===== src/rtl/branch_ctrl_pkg.sv =====
// -----------------------------------------------------------------------------
// branch_ctrl_pkg
// Shared opcode / REGIMM rt codes, FSM state encoding and the branch
// condition helper used by branch_ctrl.
// -----------------------------------------------------------------------------
package branch_ctrl_pkg;

  typedef enum logic [1:0] {
    ST_IDLE = 2'd0,
    ST_WAIT = 2'd1,
    ST_DS   = 2'd2
  } state_e;

  localparam logic [5:0] OP_SPECIAL = 6'h00;  // JR / JALR
  localparam logic [5:0] OP_REGIMM  = 6'h01;
  localparam logic [5:0] OP_J       = 6'h02;
  localparam logic [5:0] OP_JAL     = 6'h03;
  localparam logic [5:0] OP_BEQ     = 6'h04;
  localparam logic [5:0] OP_BNE     = 6'h05;
  localparam logic [5:0] OP_BLEZ    = 6'h06;
  localparam logic [5:0] OP_BGTZ    = 6'h07;
  localparam logic [5:0] OP_BEQL    = 6'h14;
  localparam logic [5:0] OP_BNEL    = 6'h15;
  localparam logic [5:0] OP_BLEZL   = 6'h16;
  localparam logic [5:0] OP_BGTZL   = 6'h17;

  localparam logic [4:0] RT_BLTZ    = 5'h00;
  localparam logic [4:0] RT_BGEZ    = 5'h01;
  localparam logic [4:0] RT_BLTZAL  = 5'h10;
  localparam logic [4:0] RT_BGEZAL  = 5'h11;

  // Conditional-branch outcome from comparator flags of a=rs, b=rt.
  function automatic logic branch_cond(
    input logic [5:0] op,
    input logic [4:0] rt,
    input logic       eq,
    input logic       a_zero,
    input logic       a_neg
  );
    logic t;
    t = 1'b0;
    case (op)
      OP_BEQ:    t = eq;
      OP_BNE:    t = !eq;
      OP_BLEZ:   t = a_neg | a_zero;
      OP_BGTZ:   t = !a_neg & !a_zero;
      OP_REGIMM: begin
        case (rt)
          RT_BGEZ, RT_BGEZAL: t = !a_neg;
          RT_BLTZ, RT_BLTZAL: t = a_neg;
          default:            t = 1'b0;
        endcase
      end
      default:   t = 1'b0;
    endcase
    return t;
  endfunction

endpackage


===== src/rtl/branch_ctrl_eqcmp.sv =====
// -----------------------------------------------------------------------------
// branch_ctrl_eqcmp
// Operand comparator for branch resolution.
// Ports:
//   i_a, i_b  : operands (rs, rt)
//   o_eq      : i_a == i_b
//   o_a_zero  : i_a == 0
//   o_a_neg   : i_a sign bit
// -----------------------------------------------------------------------------
module branch_ctrl_eqcmp #(
  parameter int unsigned W = 32
) (
  input  logic [W-1:0] i_a,
  input  logic [W-1:0] i_b,
  output logic         o_eq,
  output logic         o_a_zero,
  output logic         o_a_neg
);

  assign o_eq     = (i_a == i_b);
  assign o_a_zero = (i_a == '0);
  assign o_a_neg  = i_a[W-1];

endmodule


===== src/rtl/branch_ctrl.sv =====
// -----------------------------------------------------------------------------
// branch_ctrl
// ID-stage branch/jump controller with one architectural delay slot.
// Resolves conditional branches and jumps, stalls IF/ID while operands are
// pending, redirects fetch once the delay-slot instruction leaves ID, and
// issues the link-register write request.
//
// Optional feature: define BRANCH_LIKELY_EN to resolve BEQL/BNEL/BLEZL/BGTZL
// and annul the delay slot when they fall through. Without it those opcodes
// are ordinary instructions and annul_ds is held 0.
//
// Ports:
//   clk, rst                 clock, synchronous active-high reset
//   id_valid, id_is_branch,
//   id_is_jump, id_op, id_rt,
//   id_link                  decoded ID instruction
//   rs_val, rt_val,
//   opnd_ready               forwarded operands and their readiness
//   id_pc, id_imm, id_jtarget
//                            PC, branch offset, jump target
//   pipe_stall, flush        downstream stall, exception flush
//   stall_req                hold IF/ID while operands pending
//   pc_redirect, redirect_pc fetch redirect
//   in_delay_slot            ID instruction is a delay slot
//   link_we, link_addr       link register write request
//   annul_ds                 kill the delay-slot instruction
// -----------------------------------------------------------------------------
module branch_ctrl
  import branch_ctrl_pkg::*;
#(
  parameter int unsigned ADDR_W = 32
) (
  input  logic              clk,
  input  logic              rst,
  input  logic              id_valid,
  input  logic              id_is_branch,
  input  logic              id_is_jump,
  input  logic [5:0]        id_op,
  input  logic [4:0]        id_rt,
  input  logic              id_link,
  input  logic [31:0]       rs_val,
  input  logic [31:0]       rt_val,
  input  logic              opnd_ready,
  input  logic [ADDR_W-1:0] id_pc,
  input  logic [15:0]       id_imm,
  input  logic [ADDR_W-1:0] id_jtarget,
  input  logic              pipe_stall,
  input  logic              flush,
  output logic              stall_req,
  output logic              pc_redirect,
  output logic [ADDR_W-1:0] redirect_pc,
  output logic              in_delay_slot,
  output logic              link_we,
  output logic [ADDR_W-1:0] link_addr,
  output logic              annul_ds
);

  state_e              r_state;
  state_e              w_state_nxt;
  logic                r_taken;
  logic [ADDR_W-1:0]   r_target;
  logic [ADDR_W-1:0]   r_pc;
  logic                r_link_pend;

  logic                w_eq;
  logic                w_a_zero;
  logic                w_a_neg;
  logic                w_likely_op;
  logic                w_is_cti;
  logic [5:0]          w_base_op;
  logic                w_taken;
  logic [ADDR_W-1:0]   w_pc_base;
  logic [ADDR_W-1:0]   w_br_off;
  logic [ADDR_W-1:0]   w_br_tgt;
  logic [ADDR_W-1:0]   w_target;
  logic                w_accept;
  logic                w_resolve;

  branch_ctrl_eqcmp #(
    .W (32)
  ) u_eqcmp (
    .i_a      (rs_val),
    .i_b      (rt_val),
    .o_eq     (w_eq),
    .o_a_zero (w_a_zero),
    .o_a_neg  (w_a_neg)
  );

  assign w_likely_op = (id_op >= OP_BEQL) && (id_op <= OP_BGTZL);

`ifdef BRANCH_LIKELY_EN
  logic r_likely;
  // Likely forms share the base-form condition: 0x14..0x17 -> 0x04..0x07.
  assign w_base_op = w_likely_op ? {2'b00, id_op[3:0]} : id_op;
  assign w_is_cti  = id_is_branch | id_is_jump | w_likely_op;
`else
  assign w_base_op = id_op;
  assign w_is_cti  = (id_is_branch | id_is_jump) & !w_likely_op;
`endif

  assign w_taken = id_is_jump ? 1'b1
                 : branch_cond(w_base_op, id_rt, w_eq, w_a_zero, w_a_neg);

  // While waiting for operands the target is rebuilt from the captured PC.
  assign w_pc_base = (r_state == ST_WAIT) ? r_pc : id_pc;
  assign w_br_off  = {{(ADDR_W-18){id_imm[15]}}, id_imm, 2'b00};
  assign w_br_tgt  = w_pc_base + ADDR_W'(4) + w_br_off;
  assign w_target  = !id_is_jump          ? w_br_tgt
                   : (id_op == OP_SPECIAL) ? ADDR_W'(rs_val)
                   :                         id_jtarget;

  always_comb begin
    w_state_nxt   = r_state;
    w_accept      = 1'b0;
    w_resolve     = 1'b0;
    stall_req     = 1'b0;
    pc_redirect   = 1'b0;
    redirect_pc   = '0;
    in_delay_slot = 1'b0;
    link_we       = 1'b0;
    link_addr     = '0;
    annul_ds      = 1'b0;

    unique case (r_state)
      ST_IDLE: begin
        if (id_valid && w_is_cti) begin
          stall_req = !opnd_ready;
          if (!pipe_stall) begin
            w_accept    = 1'b1;
            w_resolve   = opnd_ready;
            w_state_nxt = opnd_ready ? ST_DS : ST_WAIT;
          end
        end
      end
      ST_WAIT: begin
        stall_req = !opnd_ready;
        if (opnd_ready && !pipe_stall) begin
          w_resolve   = 1'b1;
          w_state_nxt = ST_DS;
        end
      end
      ST_DS: begin
        in_delay_slot = 1'b1;
        // Link pulse waits out a stall so it fires exactly once.
        link_we = r_link_pend && !pipe_stall;
        if (link_we) begin
          link_addr = r_pc + ADDR_W'(8);
        end
        if (id_valid && !pipe_stall) begin
          pc_redirect = r_taken;
          if (r_taken) begin
            redirect_pc = r_target;
          end
`ifdef BRANCH_LIKELY_EN
          annul_ds = r_likely && !r_taken;
`endif
          w_state_nxt = ST_IDLE;
        end
      end
      default: w_state_nxt = ST_IDLE;
    endcase

    if (flush) begin
      w_state_nxt   = ST_IDLE;
      w_accept      = 1'b0;
      w_resolve     = 1'b0;
      stall_req     = 1'b0;
      pc_redirect   = 1'b0;
      redirect_pc   = '0;
      in_delay_slot = 1'b0;
      link_we       = 1'b0;
      link_addr     = '0;
      annul_ds      = 1'b0;
    end
  end

  always_ff @(posedge clk) begin
    if (rst) begin
      r_state     <= ST_IDLE;
      r_taken     <= 1'b0;
      r_target    <= '0;
      r_pc        <= '0;
      r_link_pend <= 1'b0;
`ifdef BRANCH_LIKELY_EN
      r_likely    <= 1'b0;
`endif
    end else if (flush) begin
      r_state     <= ST_IDLE;
      r_taken     <= 1'b0;
      r_link_pend <= 1'b0;
`ifdef BRANCH_LIKELY_EN
      r_likely    <= 1'b0;
`endif
    end else if (!pipe_stall) begin
      r_state <= w_state_nxt;
      if (w_accept) begin
        r_pc <= id_pc;
      end
      if (w_resolve) begin
        r_taken     <= w_taken;
        r_target    <= w_target;
        r_link_pend <= id_link;
`ifdef BRANCH_LIKELY_EN
        r_likely    <= w_likely_op;
`endif
      end else if (r_state == ST_DS) begin
        r_link_pend <= 1'b0;
      end
    end
  end

endmodule

===== config.mk =====
export PLATFORM = sky130hd
export DESIGN_NAME = branch_ctrl
export DESIGN_NICKNAME = d
export VERILOG_FILES = /design/src/rtl/branch_ctrl_pkg.sv /design/src/rtl/branch_ctrl_eqcmp.sv /design/src/rtl/branch_ctrl.sv
export SDC_FILE = /design/constraint.sdc
export NUM_CORES = 1
export LEC_CHECK = 0
export CAP_MARGIN = 10
export CORE_MARGIN = 10
export CORE_UTILIZATION = 45
export DETAILED_ROUTE_END_ITERATION = 7
export GPL_TIMING_DRIVEN = 0
export PLACE_DENSITY = 0.86
export SLEW_MARGIN = 20
export SYNTH_ARGS = -nofsm -noshare
export SYNTH_HDL_FRONTEND = slang
export SYNTH_SLANG_ARGS = --single-unit
export TNS_END_PERCENT = 20

===== constraint.sdc =====
create_clock -name clk -period 8 [get_ports clk]
set_input_delay 0.8 -clock clk [delete_from_list [all_inputs] [get_ports clk]]
set_output_delay 0.8 -clock clk [all_outputs]
set_load 0.005 [all_outputs]

After elaboration in Yosys (flattened, before gate mapping). Index checks and enable logic that the tools add are counted.

Bits in registers: 68. Output and inout port bits: 69.

$add $sub $neg: 3. Magnitude comparators: 2. Eq/ne operators: 14. Muxes and demuxes: 39. Bitwise gates (word level): 6. Reductions and logical operators: 24.

Operators by type and width (count): $mux W32 (10); $add A32 B3 Y32 const B (1); $add A32 B32 Y32 (1); $add A32 B4 Y32 const B (1); $eq A32 B32 Y1 (1); $logic_not A32 Y1 (1); $eq A6 B3 Y1 const B (4); $mux W1 (20); $eq A5 B5 Y1 const B (2); $mux W2 (4); $eq A6 B1 Y1 const B (1); $ge A6 B5 Y1 const B (1); $le A6 B5 Y1 const B (1); $logic_not A1 Y1 (6); $logic_not A6 Y1 (1); $pmux W1 S2 (3); $pmux W2 S3 (1); $reduce_and A3 Y1 (2); $reduce_or A2 Y1 (3); $eq A5 B1 Y1 const B (1); $logic_and A1 B1 Y1 (5); $logic_not A5 Y1 (1); $pmux W1 S5 (1); $ne A2 B2 Y1 const B (2); 10 further kinds (14).

Longest topological paths before layout. Gate-level depths: netlist (run 1).

Word-level depth: 10. Mapped depth: 17. Mapped depth without buffers: 15.

Hierarchy. From an unflattened synthesis (run 1), not the netlist that was laid out.

Cells, all modules: 878. Area, all modules: 6616.3 µm².

Modules (own cells, without submodules): branch_ctrl (instances 1, cells an instance 823, area each 6195.9 µm²); branch_ctrl_eqcmp (instances 1, cells an instance 55, area each 420.4 µm²).

Least setup slack after synthesis (run 1). Ideal clock, no wire load.

Path kind: register to register. Start point: register r_state[1]. End point: register r_target[31]. Setup time: 0.132 ns. Data arrival time: 3.963 ns. Slack: 3.905 ns. Stages on the path, launching flop included: 17. Path buffers: 2. Clock period less this slack: 4.095 ns. Path through: dfxtp_1 > nand2b_1 > clkbuf_1 > clkbuf_1 > mux2_2 > ha_1 > ha_1 > fa_1 > a21o_1 > a31oi_2 > o21bai_2 > a31oi_4 > o21ai_2 > a221o_1 > a221o_1 > mux2i_1 > a21oi_1.

Word-level cells in the longest chain between the ends: 5. Elaborated cells between the ends (all ways): 9.

Ends and longest elaborated chain: start, declared (RTL line branch_ctrl.sv:58) `state_e r_state;`; start signal, assigned (RTL line branch_ctrl.sv:195) `r_state <= w_state_nxt;`; $eq A2 B1 Y1 (RTL line branch_ctrl.sv:105, branch_ctrl.sv:124); $mux W32 (RTL line branch_ctrl.sv:105) `assign w_pc_base = (r_state == ST_WAIT) ? r_pc : id_pc;`; $add A32 B3 Y32 (RTL line branch_ctrl.sv:107) `assign w_br_tgt = w_pc_base + ADDR_W'(4) + w_br_off;`; $add A32 B32 Y32 (RTL line branch_ctrl.sv:107); $mux W32 (RTL line branch_ctrl.sv:108) `assign w_target = !id_is_jump ? w_br_tgt`; end signal, assigned (RTL line branch_ctrl.sv:201) `r_target <= w_target;`; end, declared (RTL line branch_ctrl.sv:61) `logic [ADDR_W-1:0] r_target;`.

Several ways; a longest one is shown, not always the timed one. A chain may end at the register's enable or synchronous reset.

Worst setup path after layout (run 1). Same ends and word-level chain as after synthesis.

==> results.toml, run 1 <==
[outcome]
status = "complete, no violations"

[synthesis]
synth-edff-count = 0
synth_top_family_by_area = "simple AND/OR/NAND/NOR gates"
ys_seq_area_share_pct = 20.6
synthXorXnorAreaFrac_pct = 10.9
synth.top_cell.area_share_pct = 20.6
synth_adder_area_share_pct = 11.3
ys_seq_elements = 68
async_reset_ff_share_pct = 0
synth_cell_types = 55
synth.avg_cell_area_um2 = 7.47
netlist_instances = 884
synth_most_common_cell = "nand2_1"
yosys-top-cells-area = "dfxtp_1 21%, ha_1 11%, xor2_1 8.5%"
yosys-mux-area-fraction_pct = 10.2
yosys.area.top_type = "dfxtp_1"
synth_compound_area_share_pct = 19.0
ys_warn_count = 0
syn-num-nets = 1107
synthFlopType = "dfxtp_1"
synth-simple-area-share_pct = 24.2
synth_commonest_cells = "137 x nand2_1, 90 x a21oi_1, 70 x nor2_1, 68 x dfxtp_1, 64 x xor2_1"
synth_area_mm2 = 0.00661

[critical_path]
required_ns = 8.20
slowest_delay_ns = 0.58
rrSetupSlack_ns = 3.16
slowest_stage = "clkbuf_1"
crit_type = "reg2reg"
reg2reg_depth = 16
r2r-end = "r_target[31]$_SDFFE_PP0P_"
r2r-start = "r_state[1]$_SDFFE_PP0P_"
cp-end-kind = "flip-flop"
crit_chain = "nand2b_1 > clkbuf_1 > clkbuf_1 > mux2_2 > ha_1 > ha_1 > fa_1 > a21o_1 > a31oi_2 > o21bai_2 > a31oi_4 > o21ai_2 > a221o_1 > a221o_1 > mux2i_1 > a21oi_1"
start_kind = "flip-flop"
arrival_ns = 5.04
cp_max_fo = 10

[clocking]
cts_buffers = 9
insertion_delay_ns = 0.34
clockBufferDepth = 2
cts_tree = "built"
numClockSinks = 68
cts_resized = 0
cts-root-buf = "clkbuf_16"
cts_setup_buffers = 0
htree_levels = 3
clk_pin_slew_ns = 0.06
hold_buffers = 0

[detailed_routing]
remaining_drc_errors = 0
via_per_inst = 5.63
routed_wirelength_um = 26100
antenna_left = 0
drtIter0Drc = 747
dr.pass1.iters = 7
dr_total_vias = 7381
wire_per_inst_um = 19.9

[hold_path]
worstHoldStart = "r_target[23]$_SDFFE_PP0P_"
hold_path_depth = 2
hp-class = "reg2reg"
holdPathEnd = "r_target[23]$_SDFFE_PP0P_"

[placed_design]
place_congestion = 0.944
dp_hpwl_um = 21800
io_buffers = 228
placed_area_mm2 = 0.00912

[floorplanning]
dieWidth_um = 141
rows = 44
die_h_um = 141
dieArea_mm2 = 0.0199
initial_core_util_pct = 45.6
io-pin-count = 233
core-area_mm2 = 0.0145

[cells_and_area]
area_growth_pct = 42.1
fin_area_mm2 = 0.00939
drive_above_1_share_pct = 5.41
final_util_pct = 64.8
antennaDiodeCount = 0
nets = 1346
fillers = 1286

[timing]
period_share_pct = 60.5
drv_slew = 0
hold_slack_ns = 0.448
final.min_clock_period_ns = 4.84
rsz0062_at_grt = "false"
tightest_slew_ns = 0.677
setup_viol = 0
hold_viol_final = 0
finalSetupTns_ns = 0
fmax_mhz = 207
slew-limit-headroom_pct = 54.8
fin_skew_ns = 0.00783

[global_route]
grt_pass1_wl_um = 39600
grt_util_met2_pct = 43.9
grt_util_all_layers_pct = 25.0
grt_max_degree = 16
first_global_vias = 7130
antenna_found_initial = 0
use_met3_pct = 4.30
gr-total-overflow = 0
met1_usage_pct = 30.9
busiest_layer = "met2"

[pwr]
power_density_mw_per_mm2 = 121
peakVddDrop_v = 0.000111
power_leakage_nw = 3.53

[job]
maxCapViolCount = 0
## sequential cells by signal (all words and copies together), names as in the netlist
| register | count |
|---|---|
| r_target | 32 |
| r_state | 2 |
| r_link_pend | 1 |
| r_taken | 1 |
| r_pc | 32 |
## kinds of logic (layout without fill, tap and decap cells)
logic type / count (synthesis) / in the layout
adders and majority gates: 59 / 59
DFF: 68 / 68
buffers and inverters: 64 / 308
muxes: 63 / 63
AOI/OAI and AO/OA: 203 / 203
xor gates and xnor gates: 82 / 82
other: 1 / 1
and+or+nand+nor: 344 / 344
## through the flow
| stage | instances | setup WS, ns | total power (W) |
|---|---|---|---|
| after detailed placement | 1296 | 3.30 | 0.000757 |
| after global routing | 1312 | 2.90 | 0.00118 |
| after CTS | 1312 | 3.27 | 0.00112 |
| after floorplan | 884 | 3.90 | 0.000590 |
| after global placement | 1296 | 3.32 | 0.000752 |
| final | 1312 | 3.16 | 0.00113 |
## power breakdown
group | switching (W) | internal, W
logic | 0.000214 | 0.000189
clock network | 0.000158 | 0.000217
registers | 0.00000837 | 0.000348
total | 0.000380 | 0.000755
## cell type report
cell class	count	area [um2]	share of cell area [%]
clock buffer	12	246	2.63
multi-input combinational	752	4990	53.2
tap	184	230	2.45
clock inverter	4	25.0	0.267
buffer	54	213	2.27
inverter	10	37.5	0.400
timing repair buffer	228	2280	24.3
sequential	68	1360	14.5
## metal layers
layer / vias up / share of wire [%] / routed length (um)
li1: 3618 / - / -
met1: 3447 / 41 / 10600
met2: 286 / 51 / 13300
met3: 30 / 6.8 / 1770
met4: 0 / 1.6 / 414
met5: - / 0 / 0
## worst max path at each step
stage | from | endpoint | depth (start not counted) | slack, ns
after floorplan | r_state[1]$_SDFFE_PP0P_ | r_target[31]$_SDFFE_PP0P_ | 16 | 3.90
after global placement | r_state[1]$_SDFFE_PP0P_ | r_target[31]$_SDFFE_PP0P_ | 16 | 3.32
after detailed placement | r_state[1]$_SDFFE_PP0P_ | r_target[31]$_SDFFE_PP0P_ | 16 | 3.30
after CTS | r_state[1]$_SDFFE_PP0P_ | r_target[31]$_SDFFE_PP0P_ | 16 | 3.27
after global routing | r_state[1]$_SDFFE_PP0P_ | r_target[21]$_SDFFE_PP0P_ | 16 | 2.90
final | r_state[1]$_SDFFE_PP0P_ | r_target[31]$_SDFFE_PP0P_ | 16 | 3.16
## cells in the final DEF, fill, tap and decap left out, types with 3 or more instances in the layout
master / count
and3_1: 16
a21oi_1: 90
a311oi_1: 3
nand2b_1: 3
and2_1: 33
mux2_2: 33
or3_1: 3
mux2i_1: 30
o31ai_1: 5
ha_1: 58
nor2b_1: 4
a31oi_1: 3
clkbuf_1: 48
dfxtp_1: 68
nand4_1: 8
buf_2: 4
xor2_1: 64
clkbuf_16: 9
nand3_1: 28
xnor2_1: 18
nand2_1: 137
nor4b_1: 3
a211oi_1: 6
nor2_1: 70
nor4_1: 19
o21ai_0: 39
o21bai_1: 3
inv_1: 9
a21o_1: 16
nor3_1: 14
o211ai_1: 21
clkdlybuf4s50_1: 228
## critical path: cells and delay by family, from the launching register on
kind                       cells  cell delay, ns
muxes                          2            0.58
DFF                            1            0.42
adders and majority gates      3            0.91
AOI/OAI and AO/OA              8            1.77
buffers and inverters          2            0.91
and+or+nand+nor                1            0.13
Power figures use the tool's default switching activity.
==> run 2, diff against run 1 <==
CORE_UTILIZATION = 42   (was 45)
PLACE_DENSITY = 0.84   (was 0.86)
clock period = 4.3 ns   (was 8 ns; I/O delays follow)
==> run 2 against run 1 <==
- die area increased by 6.1%
- clock skew about the same
- hold slack improved by 0.0024 ns
- power increased by 97%
- combinational power increased by 88%
- critical path type unchanged
==> results.toml, run 2 (synthesis gave the netlist of run 1 again) <==
[outcome]
status = "complete, no violations"

[clocking]
numClockSinks = 68
insertion_delay_ns = 0.35
cts_buffers = 9
hold_buffers = 0
cts_tree = "built"
cts-root-buf = "clkbuf_16"
clockBufferDepth = 2
htree_levels = 3
clk_pin_slew_ns = 0.06

[cells_and_area]
final_util_pct = 62.1
layout_commonest_cell = "clkdlybuf4s50_1"
antennaDiodeCount = 0
area_growth_pct = 43.9
fillers = 1370
fin_cells = 1340
drive_above_1_share_pct = 6.11
layout_common_cells = "228 x clkdlybuf4s50_1, 137 x nand2_1, 89 x a21oi_1"
largestRegisters = "r_pc x32, r_target x32, r_state x2"
nets = 1347

[placed_design]
io_buffers = 228
dp_hpwl_um = 21700
dp_cells = 1323
place_congestion = 0.918

[global_route]
antenna_found_initial = 0
grt_pass1_wl_um = 39600
first_global_vias = 7116
grt_util_all_layers_pct = 23.6
grt_max_degree = 16
gr-total-overflow = 0

[detailed_routing]
dr.pass1.iters = 8
antenna_left = 0
wl_met3_um = 1560
m1WireLength_um = 11300
drtIter0Drc = 810
routed_wirelength_um = 26600
maxUsedRoutingLayer = "met4"
via_per_inst = 5.54
remaining_drc_errors = 0
wire_per_inst_um = 19.8
dr_total_vias = 7418
route.met2.wl_um = 13100

[timing]
final.min_clock_period_ns = 4.18
tightest_slew_ns = 0.722
rsz0062_at_grt = "false"
finalSetupTns_ns = 0
drv_slew = 0
fmax_mhz = 239
hold_slack_ns = 0.451
fin_skew_ns = 0.00783
setup_viol = 0
hold_viol_final = 0
slew-limit-headroom_pct = 51.9
period_share_pct = 97.2

[hold_path]
hp-class = "reg2reg"

[floorplanning]
die_h_um = 145
io-pin-count = 233
core-area_mm2 = 0.0153
dieWidth_um = 145
rows = 45
dieArea_mm2 = 0.0211
initial_core_util_pct = 43.1

[pwr]
p_total_w = 0.00224
power_density_mw_per_mm2 = 236
power_leakage_nw = 3.58
peakVddDrop_v = 0.000211

[critical_path]
start_kind = "flip-flop"
crit_start = "r_state[1]$_SDFFE_PP0P_"
cp_max_fo = 10
arrival_ns = 4.39
r2r-start = "r_state[1]$_SDFFE_PP0P_"
reg2reg_depth = 15
crit_type = "reg2reg"
cp-end-kind = "flip-flop"
cp-endpoint = "r_target[31]$_SDFFE_PP0P_"
r2r-end = "r_target[31]$_SDFFE_PP0P_"
required_ns = 4.51
rrSetupSlack_ns = 0.12

[job]
maxCapViolCount = 0
run 2: cell types whose count changed in the layout (fill, tap and decap cells not counted), moves of 2 or more:
cell	change
o21ai_1	+2
buf_4	+3
clkbuf_1	-5
clkbuf_2	+2
o21ai_0	-2
bufinv_16	+2
clkinvlp_4	-2
run 2: worst min path at each step:
stage                                    startpoint  cells after the start                        end
after global routing       r_target[0]$_SDFFE_PP0P_                      2   r_target[0]$_SDFFE_PP0P_
after CTS                  r_target[5]$_SDFFE_PP0P_                      2   r_target[5]$_SDFFE_PP0P_
after detailed placement   r_target[5]$_SDFFE_PP0P_                      2   r_target[5]$_SDFFE_PP0P_
after floorplan           r_target[16]$_SDFFE_PP0P_                      2  r_target[16]$_SDFFE_PP0P_
after global placement    r_target[10]$_SDFFE_PP0P_                      2  r_target[10]$_SDFFE_PP0P_
final                      r_target[0]$_SDFFE_PP0P_                      2   r_target[0]$_SDFFE_PP0P_
run 2: layer usage:
layer	vias to the layer above	track usage [%]
met4	0	6.93
met2	254	40.5
met5	-	0
met3	50	4.59
li1	3612	-
met1	3502	29.1
run 2: what timing repair did:
item / CTS / global route
endpoints found under the hold margin: 0 / 0
gates resized for setup: 5 / 6
pin swaps: 0 / 2
setup endpoints to repair: 12 / 7
buffers inserted: 0 / 2
run 2: cell type report:
cell class                      instances  area, um2  share of cell area (%)
Buffer                                 53        215                    2.26
Clock buffer                           11        243                    2.55
Clock inverter                          5       75.1                   0.790
Inverter                               10       37.5                   0.395
Multi-Input combinational cell        752       5010                    52.7
Sequential cell                        68       1360                    14.3
Tap cell                              211        264                    2.78
Timing Repair Buffer                  230       2300                    24.2
run 2: critical path, cell delays in order (launching register included):
cell and delay, ns:
dfxtp_1 0.42, nand2b_4 0.22, buf_4 0.22, mux2_2 0.36
ha_1 0.27, ha_1 0.22, fa_1 0.40, a21o_1 0.21
a31oi_4 0.24, o21bai_2 0.12, a31oi_4 0.25, o21ai_2 0.12
a221o_1 0.38, a221o_1 0.32, mux2i_1 0.18, a21oi_1 0.09
run 2: per-stage QoR:
step / setup slack [ns] / cell area [um2]
after global placement: -0.399 / 9150
after global routing: 0.000870 / 9510
after CTS: 0.0243 / 9470
after detailed placement: -0.443 / 9150
after floorplan: 0.205 / 6610
final: 0.118 / 9510
run 2: power by group:
group | internal [W] | switching [W] | total [W]
Combinational | 0.000357 | 0.000402 | 0.000759
Clock | 0.000521 | 0.000296 | 0.000817
Sequential | 0.000648 | 0.0000158 | 0.000664
